`config.mk`:
```
export PLATFORM = sky130hd
export DESIGN_NAME = acorn_process_flat
export DESIGN_NICKNAME = d
export VERILOG_FILES = /design/src/rtl/acorn_process_if.sv /design/src/rtl/acorn_process.sv /design/src/flat_wrapper.sv
export SDC_FILE = /design/constraint.sdc
export NUM_CORES = 1
export LEC_CHECK = 0
export ABC_AREA = 1
export BUFFER_PORTS_ARGS = -buffer_cell sky130_fd_sc_hd__buf_2
export CAP_MARGIN = 10
export CORE_AREA = 5 5 229 231
export CTS_CLUSTER_DIAMETER = 50
export DETAILED_ROUTE_END_ITERATION = 16
export DIE_AREA = 0 0 234 236
export PLACE_DENSITY_LB_ADDON = 0.15
export SYNTH_ARGS = -nofsm -noshare
export SYNTH_HDL_FRONTEND = slang
export SYNTH_SLANG_ARGS = --single-unit
```
`constraint.sdc`:
```
create_clock -name clk -period 1.95 [get_ports clk]
set_input_delay 0.195 -clock clk [delete_from_list [all_inputs] [get_ports clk]]
set_output_delay 0.195 -clock clk [all_outputs]
set_load 0.05 [all_outputs]
```
`src/rtl/acorn_process_if.sv`:
```
// rtl/acorn_process_if.sv - ACORN-128 processing-stage load, AD/PT input and CT/status output bundle
interface acorn_process_if;
  logic         init_valid;
  logic [292:0] init_state;
  logic         ad_empty;
  logic         pt_empty;
  logic         ad_valid;
  logic         ad_bit;
  logic         ad_last;
  logic         ad_ready;
  logic         pt_valid;
  logic         pt_bit;
  logic         pt_last;
  logic         pt_ready;
  logic         ct_valid;
  logic         ct_bit;
  logic         busy;
  logic         done;
  logic [292:0] state_out;

  modport master (
    output init_valid, init_state, ad_empty, pt_empty,
    output ad_valid, ad_bit, ad_last, pt_valid, pt_bit, pt_last,
    input  ad_ready, pt_ready, ct_valid, ct_bit, busy, done, state_out
  );

  modport slave (
    input  init_valid, init_state, ad_empty, pt_empty,
    input  ad_valid, ad_bit, ad_last, pt_valid, pt_bit, pt_last,
    output ad_ready, pt_ready, ct_valid, ct_bit, busy, done, state_out
  );
endinterface

```
`src/rtl/acorn_process.sv`:
```
// rtl/acorn_process.sv - ACORN-128 AD absorb, padding and bitwise PT encryption, one step per cycle
module acorn_process #(
  parameter int PAD_LEN = 256
) (
  input  logic             clk,
  input  logic             rst,
  acorn_process_if.slave   io
);

  localparam logic [7:0] CNT_LAST = 8'(PAD_LEN - 1);

  typedef enum logic [2:0] {IDLE, AD, AD_PAD, PT, PT_PAD, DONE} state_t;

  state_t       st, st_nxt;
  logic [292:0] s, s_nxt, t, s_step;
  logic [7:0]   cnt, cnt_nxt;
  logic         pt_empty_q, pt_empty_nxt;
  logic         ct_valid_q, ct_valid_nxt;
  logic         ct_bit_q, ct_bit_nxt;
  logic         m, ca, cb, ks, fb;

  function automatic logic maj3(input logic a, input logic b, input logic c);
    return (a & b) ^ (a & c) ^ (b & c);
  endfunction

  function automatic logic ch3(input logic a, input logic b, input logic c);
    return (a & b) ^ (~a & c);
  endfunction

  // Step inputs depend only on the phase, so they are decoded apart from the next-state logic.
  always_comb begin
    m  = 1'b0;
    ca = 1'b0;
    cb = 1'b0;
    case (st)
      AD:      begin m = io.ad_bit;     ca = 1'b1;             cb = 1'b1; end
      AD_PAD:  begin m = (cnt == 8'd0); ca = (cnt < 8'd128);   cb = 1'b1; end
      PT:      begin m = io.pt_bit;     ca = 1'b1;             cb = 1'b0; end
      PT_PAD:  begin m = (cnt == 8'd0); ca = (cnt < 8'd128);   cb = 1'b0; end
      default: ;
    endcase
  end

  // The six LFSR feedback taps all read the unmodified state, so they can be applied in parallel.
  always_comb begin
    t      = s;
    t[289] = s[289] ^ s[235] ^ s[230];
    t[230] = s[230] ^ s[196] ^ s[193];
    t[193] = s[193] ^ s[160] ^ s[154];
    t[154] = s[154] ^ s[111] ^ s[107];
    t[107] = s[107] ^ s[66]  ^ s[61];
    t[61]  = s[61]  ^ s[23]  ^ s[0];
    ks     = t[12] ^ t[154] ^ maj3(t[235], t[61], t[193]) ^ ch3(t[230], t[111], t[66]);
    fb     = t[0] ^ ~t[107] ^ maj3(t[244], t[23], t[160]) ^ (ca & t[196]) ^ (cb & ks);
    s_step = {fb ^ m, t[292:1]};
  end

  always_comb begin
    st_nxt       = st;
    s_nxt        = s;
    cnt_nxt      = cnt;
    pt_empty_nxt = pt_empty_q;
    ct_valid_nxt = 1'b0;
    ct_bit_nxt   = 1'b0;
    case (st)
      IDLE, DONE: begin
        if (io.init_valid) begin
          s_nxt        = io.init_state;
          cnt_nxt      = 8'd0;
          pt_empty_nxt = io.pt_empty;
          st_nxt       = io.ad_empty ? AD_PAD : AD;
        end
      end
      AD: begin
        if (io.ad_valid) begin
          s_nxt = s_step;
          if (io.ad_last) begin
            st_nxt  = AD_PAD;
            cnt_nxt = 8'd0;
          end
        end
      end
      AD_PAD: begin
        s_nxt   = s_step;
        cnt_nxt = cnt + 8'd1;
        if (cnt == CNT_LAST) begin
          cnt_nxt = 8'd0;
          st_nxt  = pt_empty_q ? PT_PAD : PT;
        end
      end
      PT: begin
        if (io.pt_valid) begin
          s_nxt        = s_step;
          ct_valid_nxt = 1'b1;
          ct_bit_nxt   = io.pt_bit ^ ks;
          if (io.pt_last) begin
            st_nxt  = PT_PAD;
            cnt_nxt = 8'd0;
          end
        end
      end
      PT_PAD: begin
        s_nxt   = s_step;
        cnt_nxt = cnt + 8'd1;
        if (cnt == CNT_LAST) begin
          cnt_nxt = 8'd0;
          st_nxt  = DONE;
        end
      end
      default: st_nxt = IDLE;
    endcase
  end

  always_ff @(posedge clk or negedge rst) begin
    if (!rst) begin
      st         <= IDLE;
      s          <= '0;
      cnt        <= 8'd0;
      pt_empty_q <= 1'b0;
      ct_valid_q <= 1'b0;
      ct_bit_q   <= 1'b0;
    end else begin
      st         <= st_nxt;
      s          <= s_nxt;
      cnt        <= cnt_nxt;
      pt_empty_q <= pt_empty_nxt;
      ct_valid_q <= ct_valid_nxt;
      ct_bit_q   <= ct_bit_nxt;
    end
  end

  assign io.ad_ready  = (st == AD);
  assign io.pt_ready  = (st == PT);
  assign io.busy      = (st != IDLE) && (st != DONE);
  assign io.done      = (st == DONE);
  assign io.ct_valid  = ct_valid_q;
  assign io.ct_bit    = ct_bit_q;
  assign io.state_out = s;

endmodule

```
`src/flat_wrapper.sv`:
```
// flat-port wrapper written by rule: the top's interface ports become plain ports
module acorn_process_flat 
#(
  parameter int PAD_LEN = 256
)
  (clk, rst, io_init_valid, io_init_state, io_ad_empty, io_pt_empty, io_ad_valid, io_ad_bit, io_ad_last, io_pt_valid, io_pt_bit, io_pt_last, io_ad_ready, io_pt_ready, io_ct_valid, io_ct_bit, io_busy, io_done, io_state_out);
  acorn_process_if io_i ();
  input  logic clk;
  input  logic rst;
  input wire logic [$bits(io_i.init_valid)-1:0] io_init_valid;
  input wire logic [$bits(io_i.init_state)-1:0] io_init_state;
  input wire logic [$bits(io_i.ad_empty)-1:0] io_ad_empty;
  input wire logic [$bits(io_i.pt_empty)-1:0] io_pt_empty;
  input wire logic [$bits(io_i.ad_valid)-1:0] io_ad_valid;
  input wire logic [$bits(io_i.ad_bit)-1:0] io_ad_bit;
  input wire logic [$bits(io_i.ad_last)-1:0] io_ad_last;
  input wire logic [$bits(io_i.pt_valid)-1:0] io_pt_valid;
  input wire logic [$bits(io_i.pt_bit)-1:0] io_pt_bit;
  input wire logic [$bits(io_i.pt_last)-1:0] io_pt_last;
  output wire logic [$bits(io_i.ad_ready)-1:0] io_ad_ready;
  output wire logic [$bits(io_i.pt_ready)-1:0] io_pt_ready;
  output wire logic [$bits(io_i.ct_valid)-1:0] io_ct_valid;
  output wire logic [$bits(io_i.ct_bit)-1:0] io_ct_bit;
  output wire logic [$bits(io_i.busy)-1:0] io_busy;
  output wire logic [$bits(io_i.done)-1:0] io_done;
  output wire logic [$bits(io_i.state_out)-1:0] io_state_out;
  assign io_i.init_valid = io_init_valid;
  assign io_i.init_state = io_init_state;
  assign io_i.ad_empty = io_ad_empty;
  assign io_i.pt_empty = io_pt_empty;
  assign io_i.ad_valid = io_ad_valid;
  assign io_i.ad_bit = io_ad_bit;
  assign io_i.ad_last = io_ad_last;
  assign io_i.pt_valid = io_pt_valid;
  assign io_i.pt_bit = io_pt_bit;
  assign io_i.pt_last = io_pt_last;
  assign io_ad_ready = io_i.ad_ready;
  assign io_pt_ready = io_i.pt_ready;
  assign io_ct_valid = io_i.ct_valid;
  assign io_ct_bit = io_i.ct_bit;
  assign io_busy = io_i.busy;
  assign io_done = io_i.done;
  assign io_state_out = io_i.state_out;
  acorn_process #(.PAD_LEN(PAD_LEN)) u_core (.clk(clk), .rst(rst), .io(io_i));
endmodule
```
# --- Word-level counts from Yosys, hierarchy flattened ---
# Cells that the tools add are included.
op_classes:
  addsub: 1
  n_mul: 0
  div: 0
  n_lt_le_gt_ge: 1
  n_eq_ne: 14
  shift: 0
  mux: 28
  n_bitwise: 38
  n_reduce_logical: 13
op_table:
  columns: ["op", "n"]
  rows:
  - ["$pmux W293 S4", 1]
  - ["$mux W293", 3]
  - ["$mux W8", 6]
  - ["$pmux W8 S4", 1]
  - ["$xor A1 B1 Y1", 26]
  - ["$mux W3", 8]
  - ["$pmux W3 S5", 1]
  - ["$and A1 B1 Y1", 10]
  - ["$ne A2 B2 Y1 const B", 5]
  - ["$add A8 B1 Y8 const B", 1]
  - ["$eq A8 B8 Y1 const B", 1]
  - ["$logic_not A8 Y1", 1]
  - ["$lt A8 B8 Y1 const B", 1]
  - ["$reduce_or A2 Y1", 4]
  - ["$reduce_and A7 Y1", 1]
  - ["$eq A3 B2 Y1 const B", 2]
  - ["$eq A3 B3 Y1 const B", 2]
  - ["$reduce_and A6 Y1", 1]
  - ["$mux W1", 5]
  - ["$ne A2 B1 Y1 const B", 2]
  - ["$reduce_and A4 Y1", 1]
  - ["$reduce_bool A4 Y1", 1]
  - ["$eq A3 B1 Y1 const B", 1]
  - ["$logic_not A3 Y1", 1]
  - ["other kinds (8)", 9]
totals:
  regBits: 307
  latchBits: 0
  mem_bits_rw: 0
  romBits: 0
  inputBits: 304
  wordCells: 101
  mem_count: 0

# --- Longest topological paths before layout ---
logic_depth:
  depth_word: 12
  mapped_depth: 15
  depth_no_buf: 15

# --- Worst setup path after synthesis ---
# OpenSTA, ideal clock, no wires.
synth_path:
  path_kind: "register to register"
  start: "register u_core.st[0]"
  end: "register u_core.s[160], in the netlist u_core.io.state_out[160]"
  setup_ns: 0.082
  arrival_time_ns: 2.067
  slack_ns: -0.199
  path_stages_with_launch: 12
  n_path_buf: 3
  cell_sequence: "dfrtp_1 > nor2_1 > o21ai_2 > o22ai_2 > nor2_4 > nand2_4 > inv_2 > buf_6 > buf_6 > buf_2 > nor2_1 > a31oi_1"
synth_between:
  elab_chain_len: 4
  elab_cells_between_ends: 14
synth_rtl:
  columns: ["item", "line_no", "text"]
  rows:
  - ["start, declared", "acorn_process.sv:14", "state_t st, st_nxt;"]
  - ["start signal, assigned", "acorn_process.sv:123", "st <= st_nxt;"]
  - ["$eq A3 B3 Y1, or another cell as far along", "acorn_process.sv:65", "case (st)"]
  - ["$reduce_or A2 Y1 (on tied branches)", null, null]
  - ["$ne A2 B2 Y1 (no line) / $reduce_bool A4 Y1 (equally long branches)", null, null]
  - ["$reduce_and A4 Y1 (no line)", null, null]
  - ["end signal, assigned", "acorn_process.sv:124", "s <= s_nxt;"]
  - ["end, declared", "acorn_process.sv:15", "logic [292:0] s, s_nxt, t, s_step;"]
# Several ways; a longest one is shown, not always the timed one.
# A chain may end at the register's enable or synchronous reset.

# --- Worst setup path in the final report ---
layout_path:
  start: "register u_core.st[0]"
  end: "register u_core.s[85], in the netlist u_core.io.state_out[85]"
# Same word-level chain as after synthesis.

==> metrics.md <==
| Metric | Value |
|---|---|
| Max-capacitance violation count | 0 |
| Worst Path Required | 2.38 ns |
| RSZ-0062 raised after global routing | true |
| Cell Chain, Critical Path | nor2_4 -> buf_6 -> o21ai_4 -> inv_2 -> nor2_4 -> nor2_4 -> nand2_4 -> clkinv_8 -> buf_12 -> buf_8 -> buf_6 -> nor2_1 -> a31oi_1 |
| CTS tree | done |
| # placed instances | 3,053 |
| Die W | 234 µm |
| Clock tree buffer depth | 3 |
| Remaining antenna violation count after routing | 0 |
| Placed instance area | 18,700 µm² |
| Vias | 16,500 |
| Final setup fails | 8 |
| CP endpoint kind | flip-flop |
| Crit path kind | reg2reg |
| Final WS setup | -0.0227 ns |
| Final Skew | 0.0172 ns |
| Die height | 236 µm |
| Status | finished with violations |
| Post-Syn Nets | 2,130 |
| Synth Cell Area | 14,400 µm² |
| 1st-pass router iterations | 6 |
| Layout fillers | 4,827 |
| CTS Buf Count | 45 |
| Seq cells post-synth | 307 |
| Relative slew slack | 54.6% |
| Min Tclk post-route | 1.97 ns |
| Layout cells sized above 1 | 31.1% |
| Seq/Total Area, Yosys | 53.2% |
| Mean post-synth cell area | 7.92 µm² |
| Final RePlAce weighted congestion | 0.840 |
| Vias in the first global route | 16,300 |
| CP max-delay cell | dfrtp_2 |
| GRT Total Usage | 20.6% |
| Worst slew pin tran | 0.681 ns |
| Final nets | 3,054 |
| Vias/cell | 4.77 |
| FP Rows | 82 |
| Clock Latency Late Sink | 0.57 ns |
| Initial antenna violation count | 3 |
| Initial core utilization | 29.0% |
| Arr. time, crit path | 2.41 ns |
| Failing checks | negative setup slack |
| Routed WL per cell | 17.9 µm |
| Max-slew violations | 0 |
| Post-Synthesis Cells | 1,824 |
| FMAX | 507 MHz |
| Area Overhead vs Synth | 66.7% |
| Yosys warnings | 0 |
| GRT overflow | 0 |
| Die ar. | 55,200 µm² |
| Design area | 24,100 µm² |
| Distinct cells, synth | 28 |
| CP max FO | 9 |
| Io pins | 603 |
| Final HPWL DP | 43,000 µm |
| Period Utilization, post-route | 101% |
| Drt drc | 0 |
| Hold Crit Class | in2async |
| I/O Buffers | 602 |
| Post-Layout Cell Count | 3,453 |
| H-tree depth | 2 |
| Placeable core area | 49,900 µm² |
| Fin. Hold Viols | 0 |
| Clock sink total | 307 |
| DRT iter0 DRCs | 1,127 |
| Most used cell, CP | nor2_4 |
| Crit-path leading delay family | buffers and inverters |
| First-pass GRT wire length | 91,400 µm |
| Clock transition at the registers of the reported paths | 0.06 ns |
| Largest net degree at the start of global routing | 81 |
| Hold_ws | 0.173 ns |
| Root Buffer | clkbuf_16 |
| Critical path's largest stage delay | 0.45 ns |
| Routed WL | 61,800 µm |
| Crit path buf inv count | 6 |
| Critical Path Source Type | flip-flop |
[cell usage in the layout (no fill, tap or decap), types with 5 or more instances in the layout]
cell and instances:
nand2_1 669, buf_2 598, dfrtp_1 303, dlygate4sd3_1 300, a31oi_1 282, nor2_1 251
clkbuf_16 56, buf_4 42, inv_1 39, nor2_2 37, buf_12 29, nand3_1 27
nor2_4 22, buf_6 16, o21ai_0 13, a21oi_1 10, clkbuf_8 8, a31oi_2 5
bufinv_16 5, buf_16 5
[sequential cells by signal (all words and copies together) (netlist names)]
name,flops
u_core.io.ct_bit,1
u_core.io.state_out,293
u_core.io.ct_valid,1
u_core.pt_empty_q,1
u_core.cnt,8
u_core.st,3
[layer usage]
layer / wire length, µm / GRT usage, %
met1: 24700 / 25.3
met2: 30600 / 35.3
met3: 3830 / 4.06
met4: 2590 / 8.51
met5: 7 / 0
[kinds of logic after synthesis]
family / count (synthesis) / synth area share [%]
AOI/OAI and AO/OA: 318 / 13.6
xor gates and xnor gates: 3 / 0.182
adders and majority gates: 2 / 0.173
buffers and inverters: 172 / 5.73
DFF: 307 / 53.2
and+or+nand+nor: 1022 / 27.1
[stage by stage]
step           TNS [ns]  utilization (%)  worst slack, ns
2_1_floorplan     -1.99                -          -0.0173
3_3_place_gp          0             37.5           0.0724
3_5_place_dp          0             37.5           0.0308
4_1_cts               0             46.6           0.0111
5_1_grt           -7.57             48.3           -0.112
6_report        -0.0726             48.3          -0.0227
[path summary, 6_finish.rpt]
path	startpoint	endpoint	slack (ns)	depth (start not counted)
max in group asynchronous	rst	u_core.io.state_out[104]$_DFFE_PN0P_	1.01	3
max	u_core.st[0]$_DFFE_PN0P_	u_core.io.state_out[85]$_DFFE_PN0P_	-0.02	13
min reg2reg	u_core.cnt[0]$_DFFE_PN0P_	u_core.cnt[0]$_DFFE_PN0P_	0.52	1
min in group clk	io_ad_last	u_core.cnt[7]$_DFFE_PN0P_	0.23	6
max reg2reg	u_core.st[0]$_DFFE_PN0P_	u_core.io.state_out[85]$_DFFE_PN0P_	-0.02	13
min	rst	u_core.io.state_out[273]$_DFFE_PN0P_	0.17	2
[layout make-up]
class | instances | area (µm²) | share of cell area (%)
tap | 672 | 841 | 3.49
inverter | 44 | 185 | 0.769
clock inverter | 21 | 293 | 1.22
antenna | 2 | 5.00 | 0.0208
multi-input combinational | 1345 | 6280 | 26.1
timing repair buffer | 1005 | 7540 | 31.3
clock buffer | 57 | 1250 | 5.20
sequential | 307 | 7690 | 31.9
[synthesized netlist by cell type]
library cell	n	area [µm²]
nand2_1	673	2530
nor2_1	308	1160
dfrtp_1	307	7680
a31oi_1	289	1810
clkbuf_1	62	233
buf_2	50	250
inv_1	41	154
nand3_1	29	145
buf_6	16	180
o21ai_0	14	70.1
a21oi_1	10	50.1
inv_2	3	11.3
nand4_1	3	18.8
ha_1	2	25.0
nor3_1	2	10.0
nor4_1	2	12.5
xor2_1	2	17.5
nand2_4	1	11.3
nand3_2	1	10.0
nor2_2	1	6.26
nor2_4	1	11.3
o211ai_1	1	7.51
o21ai_2	1	8.76
o221ai_1	1	8.76
o22ai_1	1	6.26
o22ai_2	1	12.5
or2_2	1	6.26
xnor2_1	1	8.76
[what timing repair did]
| item | CTS | global route |
|---|---|---|
| hold buffers | 300 | 0 |
| buffers inserted | 0 | 10 |
| gates resized for setup | 4 | 129 |
| cloned | 0 | 12 |
| pin swaps | 0 | 6 |
| endpoints found under the hold margin | 350 | 0 |
| setup endpoints to repair | 2 | 281 |
Power is not shown: default switching activity piles up to over one toggle a cycle in this logic, so the estimate is an artifact.
